$ cat src/rtl/fp_div_pkg.sv
// fp_div_pkg: shared definitions for the sequential single-precision divider.
// Holds the controller state encoding and the IEEE-754 binary32 constants
// used by the top level and the shift-add multiplier.
package fp_div_pkg;

  typedef enum logic [2:0] {
    ST_IDLE,
    ST_CLASSIFY,
    ST_RECIP,
    ST_MULT,
    ST_NORM,
    ST_DONE
  } state_t;

  localparam int          FP_BIAS    = 127;
  localparam logic [31:0] FP_QNAN    = 32'h7FC00000;
  localparam logic [7:0]  FP_EXP_MAX = 8'hFF;
  localparam int          MANT_W     = 24;

endpackage

$ cat src/rtl/fp_div_seq_mult24.sv
// seq_mult24: 24x24 unsigned shift-add multiplier, one multiplier bit per
// cycle, LSB first.
// Ports:
//   clk, rst_n     clock and asynchronous active-low reset
//   start          load a/b and clear the accumulator
//   a, b           multiplicand and multiplier (24 bits each)
//   product        48-bit accumulator, complete after the done cycle
//   done           high during the 24th (last) accumulation cycle
module seq_mult24
  import fp_div_pkg::*;
(
  input  logic                  clk,
  input  logic                  rst_n,
  input  logic                  start,
  input  logic [MANT_W-1:0]     a,
  input  logic [MANT_W-1:0]     b,
  output logic [2*MANT_W-1:0]   product,
  output logic                  done
);

  logic [2*MANT_W-1:0] acc;
  logic [2*MANT_W-1:0] mcand;
  logic [MANT_W-1:0]   mplier;
  logic [4:0]          count;
  logic                running;

  // The multiplicand shifts left as the multiplier shifts right, so each
  // cycle only needs to inspect mplier[0].
  always_ff @(posedge clk or negedge rst_n) begin
    if (!rst_n) begin
      acc     <= '0;
      mcand   <= '0;
      mplier  <= '0;
      count   <= '0;
      running <= 1'b0;
    end else if (start) begin
      acc     <= '0;
      mcand   <= {{MANT_W{1'b0}}, a};
      mplier  <= b;
      count   <= '0;
      running <= 1'b1;
    end else if (running) begin
      if (mplier[0]) acc <= acc + mcand;
      mcand  <= mcand << 1;
      mplier <= mplier >> 1;
      count  <= count + 5'd1;
      if (count == 5'(MANT_W - 1)) running <= 1'b0;
    end
  end

  assign product = acc;
  assign done    = running && (count == 5'(MANT_W - 1));

endmodule

$ cat src/rtl/fp_div_seq.sv
// fp_div_seq: sequential binary32 divider computing rs1 * (1/rs2).
// Starts the external reciprocal unit, multiplies the dividend mantissa by
// the returned reciprocal mantissa, normalises with truncation and returns
// one result with a done pulse. Subnormals are flushed to zero.
// Ports:
//   i_clk, i_rst_n            clock and asynchronous active-low reset
//   i_start, i_rs1_f, i_rs2_f request and operands (sampled in IDLE)
//   o_recip_start             one-cycle start pulse to the reciprocal unit
//   o_recip_operand           latched divisor for the reciprocal unit
//   i_recip_value, i_recip_done reciprocal result and its valid pulse
//   o_result, o_done, o_busy  quotient, completion pulse, busy flag
module fp_div_seq
  import fp_div_pkg::*;
(
  input  logic        i_clk,
  input  logic        i_rst_n,
  input  logic        i_start,
  input  logic [31:0] i_rs1_f,
  input  logic [31:0] i_rs2_f,
  output logic        o_recip_start,
  output logic [31:0] o_recip_operand,
  input  logic [31:0] i_recip_value,
  input  logic        i_recip_done,
  output logic [31:0] o_result,
  output logic        o_done,
  output logic        o_busy
);

  state_t state, state_next;

  logic [31:0]         rs1_q;
  logic [31:0]         rs2_q;
  logic [31:0]         result_q;
  logic [7:0]          er_q;
  logic                rsign_q;

  logic                mult_start;
  logic                mult_done;
  logic [2*MANT_W-1:0] product;
  logic                unused_low_bits;

  logic                is_special;
  logic [31:0]         special_result;
  logic signed [9:0]   e_norm;
  logic [22:0]         frac;
  logic                q_sign;
  logic [31:0]         norm_result;

  // Special operands, highest priority first. Since subnormals are flushed,
  // a zero divisor wins over a zero dividend, so 0/0 yields infinity.
  always_comb begin
    is_special     = 1'b1;
    special_result = FP_QNAN;
    if (rs1_q[30:23] == FP_EXP_MAX || rs2_q[30:23] == FP_EXP_MAX)
      special_result = FP_QNAN;
    else if (rs2_q[30:23] == 8'd0)
      special_result = {rs1_q[31] ^ rs2_q[31], FP_EXP_MAX, 23'd0};
    else if (rs1_q[30:23] == 8'd0)
      special_result = {rs1_q[31] ^ rs2_q[31], 31'd0};
    else
      is_special = 1'b0;
  end

  // Product of two [1,2) mantissas lies in [1,4); bit 47 selects the extra
  // exponent increment. The 10-bit signed exponent keeps under/overflow
  // visible before clamping. Low product bits are simply dropped (truncate).
  always_comb begin
    e_norm = {2'b00, rs1_q[30:23]} + {2'b00, er_q} + {9'd0, product[47]}
             - 10'(FP_BIAS);
    frac   = product[47] ? product[46:24] : product[45:23];
    q_sign = rs1_q[31] ^ rsign_q;
    if (e_norm >= 10'sd255)
      norm_result = {q_sign, FP_EXP_MAX, 23'd0};
    else if (e_norm <= 10'sd0)
      norm_result = {q_sign, 31'd0};
    else
      norm_result = {q_sign, e_norm[7:0], frac};
  end

  assign unused_low_bits = ^product[22:0];

  // The multiplier takes the reciprocal mantissa straight off the bus in
  // the cycle it is valid and holds it internally.
  assign mult_start = (state == ST_RECIP) && i_recip_done;

  seq_mult24 u_mult (
    .clk     (i_clk),
    .rst_n   (i_rst_n),
    .start   (mult_start),
    .a       ({1'b1, rs1_q[22:0]}),
    .b       ({1'b1, i_recip_value[22:0]}),
    .product (product),
    .done    (mult_done)
  );

  always_ff @(posedge i_clk or negedge i_rst_n) begin
    if (!i_rst_n) state <= ST_IDLE;
    else          state <= state_next;
  end

  always_comb begin
    state_next = state;
    case (state)
      ST_IDLE:     if (i_start) state_next = ST_CLASSIFY;
      ST_CLASSIFY: state_next = is_special ? ST_DONE : ST_RECIP;
      ST_RECIP:    if (i_recip_done) state_next = ST_MULT;
      ST_MULT:     if (mult_done) state_next = ST_NORM;
      ST_NORM:     state_next = ST_DONE;
      ST_DONE:     state_next = ST_IDLE;
      default:     state_next = ST_IDLE;
    endcase
  end

  // Result is written on entry to DONE so it is visible with o_done.
  always_ff @(posedge i_clk or negedge i_rst_n) begin
    if (!i_rst_n) begin
      rs1_q    <= '0;
      rs2_q    <= '0;
      result_q <= '0;
      er_q     <= '0;
      rsign_q  <= 1'b0;
    end else begin
      if (state == ST_IDLE && i_start) begin
        rs1_q <= i_rs1_f;
        rs2_q <= i_rs2_f;
      end
      if (mult_start) begin
        er_q    <= i_recip_value[30:23];
        rsign_q <= i_recip_value[31];
      end
      if (state == ST_CLASSIFY && is_special) result_q <= special_result;
      if (state == ST_NORM) result_q <= norm_result;
    end
  end

  assign o_result        = result_q;
  assign o_recip_operand = rs2_q;
  assign o_done          = (state == ST_DONE);
  assign o_busy          = (state != ST_IDLE);
  assign o_recip_start   = (state == ST_CLASSIFY) && !is_special;

endmodule

$ cat config.mk
export PLATFORM = sky130hd
export DESIGN_NAME = fp_div_seq
export DESIGN_NICKNAME = d
export VERILOG_FILES = /design/src/rtl/fp_div_pkg.sv /design/src/rtl/fp_div_seq_mult24.sv /design/src/rtl/fp_div_seq.sv
export SDC_FILE = /design/constraint.sdc
export NUM_CORES = 1
export LEC_CHECK = 0
export ABC_CLOCK_PERIOD_IN_PS = 10550
export CORE_MARGIN = 2
export CORE_UTILIZATION = 59
export CTS_CLUSTER_SIZE = 20
export DETAILED_ROUTE_END_ITERATION = 8
export PLACE_DENSITY = 0.91
export SLEW_MARGIN = 15
export SYNTH_ARGS = -nofsm -noshare
export SYNTH_HDL_FRONTEND = slang
export SYNTH_SLANG_ARGS = --single-unit
$ cat constraint.sdc
create_clock -name i_clk -period 10.55 [get_ports i_clk]
set_input_delay 1.5825 -clock i_clk [delete_from_list [all_inputs] [get_ports i_clk]]
set_output_delay 1.5825 -clock i_clk [all_outputs]
set_load 0.005 [all_outputs]
==> results of run 1 <==
[synth_stat cells (19+ instances only)]
master      n
nand3_1    19
nor2_1     90
nand2_1   216
dfrtp_1   234
o21ai_0    94
ha_1       64
o21ai_1    24
xnor2_1    31
inv_1      25
clkbuf_1   58
a21oi_1    91
a21o_1     27
mux2_2     63
mux2i_1    99
nand4_1    21
[critical path: cells and delay by family (launching register included)]
family / cells / cell delay [ps]
buf+inv: 2 / 120
compound gates: 5 / 1630
xor+xnor: 1 / 140
flops: 1 / 380
simple gates: 3 / 790
fa+ha+maj: 3 / 890
[power breakdown]
group | leakage [nW] | switching (mW) | total, mW | internal [mW]
logic | 3.90 | 1.16 | 2.15 | 0.985
clock network | 0.394 | 0.364 | 0.872 | 0.508
registers | 3.00 | 0.321 | 1.59 | 1.27
[kinds of logic after synthesis]
family          count (synthesis)  share of synthesized area, %
simple gates                  418                         14.27
compound gates                307                         14.57
flops                         234                         45.26
mux                           162                         13.14
buf+inv                        99                         2.998
fa+ha+maj                      66                         6.499
xor+xnor                       48                         3.249
[final cells by class]
cell class | instances | area, um2
multi-input combinational | 1001 | 6706
fill | 1505 | 6137
sequential | 234 | 5859
timing repair buffer | 175 | 1734
clock buffer | 34 | 689.4
tap | 280 | 350.3
clock inverter | 11 | 117.6
inverter | 25 | 93.84
[metal layers]
metal  routed length, um  up-vias  part of all wire [%]
met5                   0        -                     0
met1               12900     5141                    42
li1                    -     4984                     -
met4                 630        0                   2.1
met2               15590      306                    51
met3                1309       57                   4.3
[how the worst min path moves through the flow]
stage,start,to,slack (ps)
finish,rs1_q[0],u_mult.mcand[0],470
global route,rs1_q[0],u_mult.mcand[0],510
CTS,rs1_q[0],u_mult.mcand[0],480
detailed placement,rs1_q[15],u_mult.mcand[15],470
global placement,rs1_q[0],u_mult.mcand[0],450
floorplan,rs1_q[0],u_mult.mcand[0],430
[state kept, by name, summed over array words and instances (netlist names), 3 cells and up]
| name | cells |
|---|---|
| u_mult.product | 48 |
| u_mult.count | 5 |
| er_q | 8 |
| rs1_q | 32 |
| u_mult.mcand | 48 |
| u_mult.mplier | 24 |
| state | 3 |
| o_result | 32 |
| o_recip_operand | 32 |
[per-stage QoR]
| step | util, % | hold WS (ps) |
|---|---|---|
| floorplan | - | 434.8 |
| detailed placement | 67.98 | 465.8 |
| finish | 71.70 | 471.7 |
| global placement | 67.98 | 453.8 |
| global route | 71.70 | 505.3 |
| CTS | 71.70 | 478.0 |
==> out/qor.yml, run 1 <==
cts.reportedPaths.clkPinSlew_ps: 60
layout-drive-gt1-share_pct: 8.649
cpMaxStageDelayCell: "o311ai_4"
placed_area_um2: 14740
leakagePower_nw: 7.290
max_freq_ghz: 0.2431
die_w_um: 152.1
num_vias: 10490
grt_pass1_wl_um: 50630
hp-class: "flop to flop"
portBuffers: 166
area_growth_pct: 20.20
yosysTopAreaCellShare_pct: 45.26
finalNonFillerCells: 1760
syn_area_um2: 12940
grt-busiest-layer: "met2"
clkSinkCount: 234
cp-start-kind: "flop"
endpoint: "o_result[0]"
finalMaxSlewViolations: 0
r2r-end: "o_result[0]"
wl_um: 30430
routedWlPerCell_um: 17.29
slew_headroom_pct: 25.26
endpoint_kind: "flop"
grt_usage_pct: 25.78
critPathKind: "flop to flop"
startpoint: "rs1_q[23]"
cts_max_path_buffers: 3
yosys_warnings: 0
layout_commonest_cell: "dfrtp_1"
gp_congestion: 0.9029
ys_types: 65
finalSetupTns_ps: 0
grtUsageMet2_pct: 45.39
synth-async-reset-ratio_pct: 100.0
tightest_slew_ps: 1121
finalHoldViolCount: 0
worst_ep_arrival_time_ps: 4470
synth_flop_cell: "dfrtp_1"
post_cts_resized: 0
hold_depth: 2
finalCritPeriodShare_pct: 39.00
clock_latency_ps: 530
power_density_nw_per_um2: 296.2
rsz0062_at_grt: "no"
design_area_um2: 15550
holdBufCountCts: 0
ys_ff_latch: 234
pin_count: 167
ant_nets: 0
grt_antenna_before_repair: 0
ys_top_cells_by_area: "dfrtp_1 45%, mux2i_1 7.7%, nand2_1 6.3%"
yosysSeqAreaShare_pct: 45.26
worst-r2r-cell-count: 14
dieArea_um2: 23130
outcome: "completed"
dp.cells: 1715
die_h_um: 152.1
grt_overflow_total: 0
setup_viol: 0
antenna_cells: 0
drc_errors: 0
synth_top_cell_by_area: "dfrtp_1"
ir_worst_vdd_mv: 0.1633
syn_nets: 1500
finalNetCount: 1628
layout_common_cells: "233 x dfrtp_1, 216 x nand2_1, 165 x clkdlybuf4s50_1"
fin_ws_ps: 6436
syn_inst: 1334
period_minus_slack_ps: 4114
synth_edf_count: 0
power_mw: 4.606
ff2ff_setup_slack_ps: 6440
hpwl_um: 20610
critPathMaxFanout: 23
cts_buffers: 25
syn_avg_cell_area_um2: 9.698
r2r-start: "rs1_q[23]"
coreArea_um2: 21690
maxCapViolCount: 0
skew_ps: 16.68
grt_start_max_net_pins: 118
critPathMaxStageDelay_ps: 830
cp.required_ps: 10910
grt.met3_usage_pct: 3.080
dp_slack_ps: 6470
clock-root-buffer: "clkbuf_16"
rows: 54
drt_pass1_iterations: 6
htreeDepth: 1
start_util_pct: 59.65
drtIter0Drc: 711
cp_cell_sequence: "inv_1 -> ha_1 -> inv_1 -> ha_1 -> fa_1 -> a21o_1 -> a21oi_2 -> nor2b_1 -> o21a_1 -> nor2_1 -> xnor2_1 -> or4_4 -> o311ai_4 -> o21ai_0"
cts_tree: "yes"
grt_pass1_vias: 10500
use_met1_pct: 33.84
post-cts-setup-buffer-count: 0
drt-vias-per-instance: 5.959
(Power assumes the default switching activity.)
==> run 2: changes to the inputs <==
--- a/config.mk
+++ b/config.mk
@@ -5,12 +5,12 @@
 export SDC_FILE = /design/constraint.sdc
 export NUM_CORES = 1
 export LEC_CHECK = 0
-export ABC_CLOCK_PERIOD_IN_PS = 10550
+export ABC_CLOCK_PERIOD_IN_PS = 3300
 export CORE_MARGIN = 2
-export CORE_UTILIZATION = 59
+export CORE_UTILIZATION = 51
 export CTS_CLUSTER_SIZE = 20
 export DETAILED_ROUTE_END_ITERATION = 8
-export PLACE_DENSITY = 0.91
+export PLACE_DENSITY = 0.84
 export SLEW_MARGIN = 15
 export SYNTH_ARGS = -nofsm -noshare
 export SYNTH_HDL_FRONTEND = slang
==> constraint.sdc (replaced) <==
create_clock -name i_clk -period 3.3 [get_ports i_clk]
set_input_delay 0.495 -clock i_clk [delete_from_list [all_inputs] [get_ports i_clk]]
set_output_delay 0.495 -clock i_clk [all_outputs]
set_load 0.005 [all_outputs]
==> run 2 against run 1 <==
Against the previous run: the flow now finishes with violations (negative setup slack); clock-buffer cell count grew 5; global-route usage decreased by 2.7 points; largest cell class unchanged; largest power group unchanged; clock skew down 2.3 ps; highest routed layer is now met5; critical path type unchanged.
==> out/qor.yml, run 2 (same netlist as run 1, synthesis figures left out) <==
drtIter0Drc: 796
leakagePower_nw: 7.600
cts_tree: "yes"
layout-drive-gt1-share_pct: 13.60
hp-class: "input port to async pin"
clkSinkCount: 234
gp_congestion: 0.8991
rsz0062_at_grt: "yes"
layout_common_cells: "233 x dfrtp_1, 216 x nand2_1, 165 x clkdlybuf4s50_1"
critPathKind: "flop to flop"
dieArea_um2: 26660
skew_ps: 14.41
drt_pass1_iterations: 7
wl_um: 31490
dp.cells: 1788
grt_antenna_before_repair: 2
coreArea_um2: 25040
power_mw: 15.39
tightest_slew_ps: 1134
finalSetupTns_ps: -160.8
htreeDepth: 1
fin_ws_ps: -43.24
holdBufCountCts: 0
routedWlPerCell_um: 17.00
clock_latency_ps: 530
period_minus_slack_ps: 3343
cts_buffers: 26
cts.reportedPaths.clkPinSlew_ps: 60
drt-vias-per-instance: 5.735
finalNetCount: 1669
cp.required_ps: 3710
cp-start-kind: "flop"
portBuffers: 166
ant_nets: 0
violations: "negative setup slack"
grt_usage_pct: 23.04
slew_headroom_pct: 24.38
start_util_pct: 51.67
path_buf_inv: 3
cts_max_path_buffers: 3
num_vias: 10630
clock-root-buffer: "clkbuf_16"
critPathMaxFanout: 4
worst_ep_arrival_time_ps: 3760
power_density_nw_per_um2: 946.0
grt_pass1_vias: 10360
grt_start_max_net_pins: 112
die_h_um: 163.3
finalCritPeriodShare_pct: 101.3
path_delay_family: "compound AO/OA/AOI/OAI gates"
layout_commonest_cell: "dfrtp_1"
pin_count: 167
cp_cell_sequence: "inv_2 -> ha_4 -> inv_2 -> ha_4 -> buf_4 -> a21o_1 -> a21oi_2 -> xnor2_1 -> or4_1 -> or4_4 -> o311a_4 -> a221o_1"
finalNonFillerCells: 1853
hpwl_um: 21010
finalMaxSlewViolations: 0
area_growth_pct: 25.75
outcome: "finished with violations"
critPathMaxStageDelay_ps: 580
rows: 58
drc_errors: 0
cpMaxStageDelayCell: "or4_4"
die_w_um: 163.3
setup_viol: 11
grt_pass1_wl_um: 51070
finalHoldViolCount: 0
endpoint_kind: "flop"
maxCapViolCount: 0
grt_overflow_total: 0
max_freq_ghz: 0.2991
ir_worst_vdd_mv: 0.6324
## run 2: metal layers
layer	track usage, %	part of all wire, %	vias up
met5	0	0.041	-
met4	7.804	3.0	2
met3	3.022	4.5	83
met2	38.91	49	303
met1	30.69	43	5183
li1	-	-	5056
## run 2: final timing paths
check                             start  depth (start not counted)                  end  slack [ps]
max in group asynchronous       i_rst_n                          2   u_mult.product[32]        2350
min                             i_rst_n                          1  o_recip_operand[16]          30
min reg2reg                o_result[11]                          2         o_result[11]         480
max                           rs1_q[23]                         12         o_result[24]         -40
max reg2reg                   rs1_q[23]                         12         o_result[24]         -40
min in group i_clk         o_result[11]                          2         o_result[11]         480
## run 2: per-stage QoR
step	setup WS (ps)	utilization, %	instance area (um2)	hold WS (ps)
CTS	1.623	63.86	15990	81.89
detailed placement	-96.32	60.25	15080	462.0
global route	-151.4	64.98	16270	101.1
finish	-43.24	64.98	16270	33.02
floorplan	-139.1	-	13000	199.4
global placement	53.69	60.25	15080	459.4
## run 2: timing repair
item	in CTS	in global routing
pin swaps	6	23
setup buffers	3	11
setup endpoints to repair	12	38
resized for setup	6	32
gates cloned	0	3
## run 2: final cells by class
type	count	area, um2
tap	330	412.9
clock inverter	8	77.57
multi-input combinational	1001	6875
clock buffer	39	780.7
fill	1976	8767
antenna	1	2.502
timing repair buffer	215	2165
inverter	25	96.34
sequential	234	5859
## run 2: power breakdown
part	switching (mW)	total, mW	internal (mW)	leakage (nW)
combinational	3.92	7.47	3.55	4.18
clock	1.18	2.90	1.71	0.418
sequential	0.980	5.02	4.04	3.00
total	6.08	15.4	9.31	7.60
==> run 3: changes to the inputs <==
--- a/config.mk
+++ b/config.mk
@@ -7,10 +7,11 @@
 export LEC_CHECK = 0
 export ABC_CLOCK_PERIOD_IN_PS = 3300
 export CORE_MARGIN = 2
-export CORE_UTILIZATION = 51
+export CORE_UTILIZATION = 52
+export CTS_BUF_LIST = sky130_fd_sc_hd__clkbuf_4 sky130_fd_sc_hd__clkbuf_8
 export CTS_CLUSTER_SIZE = 20
 export DETAILED_ROUTE_END_ITERATION = 8
-export PLACE_DENSITY = 0.84
+export PLACE_DENSITY = 0.86
 export SLEW_MARGIN = 15
 export SYNTH_ARGS = -nofsm -noshare
 export SYNTH_HDL_FRONTEND = slang
==> run 3 against run 2 <==
Against the previous run: the flow still finishes with violations (negative setup slack); die area down 1.9%; clock skew up 11 ps; maximum frequency down 1.1%.
==> out/qor.yml, run 3 (same netlist as run 1, synthesis figures left out) <==
outcome: "finished with violations"
violations: "negative setup slack"
coreArea_um2: 24390
p_seq_share_pct: 32.4
switching_share_pct: 39.52
placed_area_um2: 15120
endpoint: "o_result[24]"
critPathKind: "flop to flop"
dieArea_um2: 26160
slew_headroom_pct: 24.13
clkSinkCount: 234
r2r-end: "o_result[24]"
grt_start_max_net_pins: 97
layout-drive-gt1-share_pct: 14.13
power_density_nw_per_um2: 945.2
clock_latency_ps: 550
ff2ff_setup_slack_ps: -80
start_util_pct: 53.04
num_vias: 10550
wl_um: 30370
cts.reportedPaths.clkPinSlew_ps: 60
rows: 57
setup_viol: 4
cts_buffers: 40
tightest_slew_ps: 1138
gp_congestion: 0.8961
critPathMaxFanout: 4
design_area_um2: 16140
clock-root-buffer: "clkbuf_8"
pin_count: 167
rsz0062_at_grt: "yes"
grt_antenna_before_repair: 0
power_mw: 15.26
nFillCells: 1914
multiInputGateArea_um2: 6810
finalNetCount: 1682
die_w_um: 161.7
grt_pass1_vias: 10540
p_switching_mw: 6.029
ant_nets: 0
htreeDepth: 2
cts_tree: "yes"
hp-class: "input port to flop"
cts_max_path_buffers: 3
worst-r2r-cell-count: 9
max_freq_ghz: 0.2957
worst_ep_arrival_time_ps: 3810
cpMaxStageDelayCell: "or4_4"
grt_pass1_wl_um: 50730
clkPwrFrac_pct: 18.4
drt-vias-per-instance: 5.652
area_growth_pct: 24.76
drt_pass1_iterations: 5
layout_common_cells: "233 x dfrtp_1, 216 x nand2_1, 165 x clkdlybuf4s50_1"
ir_worst_vdd_mv: 0.5824
period_minus_slack_ps: 3382
antenna_cells: 0
finalMaxSlewViolations: 0
grt_overflow_total: 0
regArea_um2: 5859
intPower_mw: 9.227
hpwl_um: 21360
grt_usage_pct: 23.39
p_comb_share_pct: 49.1
cp-start-kind: "flop"
drc_errors: 0
drtIter0Drc: 711
r2r-start: "rs1_q[24]"
die_h_um: 161.7
cp.required_ps: 3730
leakagePower_nw: 7.589
routedWlPerCell_um: 16.26
finalCritPeriodShare_pct: 102.5
portBuffers: 166
startpoint: "rs1_q[24]"
finalHoldViolCount: 0
critPathMaxStageDelay_ps: 580
endpoint_kind: "flop"
maxCapViolCount: 0
layout_commonest_cell: "dfrtp_1"
whs_ps: 470.0
cp_cell_sequence: "ha_1 -> ha_1 -> a21o_1 -> a21oi_2 -> xnor2_1 -> or4_4 -> or4_4 -> o311a_4 -> a221o_1"
fin_ws_ps: -82.03
skew_ps: 25.40
## run 3: cell types whose count changed in the layout (fill, tap and decap cells not counted), sizes merged
cell         before  now
dlygate4sd3       0    1
diode             1    0
inv              26   25
clkinv            4    2
clkbuf           41   64
## run 3: repair_timing
| item | CTS | global route |
|---|---|---|
| setup endpoints to repair | 22 | 37 |
| pin swaps | 1 | 12 |
| gates resized for setup | 4 | 20 |
| cloned | 0 | 0 |
| hold endpoints to repair | 1 | 0 |
| buffers inserted | 3 | 5 |
| hold buffers | 1 | 0 |
## run 3: final cells by class
type                            instances  area share, %
Timing Repair Buffer                  214          12.98
Clock inverter                          5         0.3411
Multi-Input combinational cell       1001          42.19
Clock buffer                           64          5.070
Inverter                               25         0.5969
Tap cell                              324          2.512
Sequential cell                       234          36.30
## run 3: worst min path at each step
stage | startpoint | endpoint | slack [ps] | depth (start not counted)
2_1_floorplan | i_rst_n | er_q[0] | 200 | 0
3_3_place_gp | rs1_q[13] | u_mult.mcand[13] | 460 | 2
3_5_place_dp | rs1_q[20] | u_mult.mcand[20] | 470 | 2
4_1_cts | i_recip_value[24] | er_q[1] | 460 | 3
5_1_grt | i_recip_value[29] | er_q[6] | 480 | 3
6_report | i_recip_value[24] | er_q[1] | 470 | 3
## run 3: worst max-delay path, delay by kind of cell, from the launching register on
family	cells	cell delay (ps)
and+or+nand+nor	2	1080
AOI/OAI and AO/OA	4	1040
adders and majority gates	2	650
DFF	1	380
xor gates and xnor gates	1	110
## run 3: power groups by stage
stage | clock network, mW | registers, mW | logic (mW)
3_5_place_dp | 0 | 4.97 | 7.19
4_1_cts | 2.87 | 4.94 | 7.33
5_1_grt | 3.01 | 5.10 | 8.25
6_report | 2.81 | 4.95 | 7.50
3_3_place_gp | 0 | 4.90 | 6.90
2_1_floorplan | 0 | 4.71 | 5.09
## run 3: through the flow
stage               utilization, %  TNS [ps]  instances  worst slack (ps)
finish                       66.17    -289.7       1867            -82.03
global placement             61.98         0       1789             54.24
CTS                          65.77         0       1862             1.626
floorplan                        -     -2871       1334            -139.1
detailed placement           61.98    -202.6       1789            -55.31
global route                 66.17     -2300       1867            -154.6
## run 3: metal layers
metal,global-route usage [%],share of wire (%)
met5,0,0
met4,8.367,3.0
met3,3.984,4.8
met2,39.76,49
met1,30.37,43
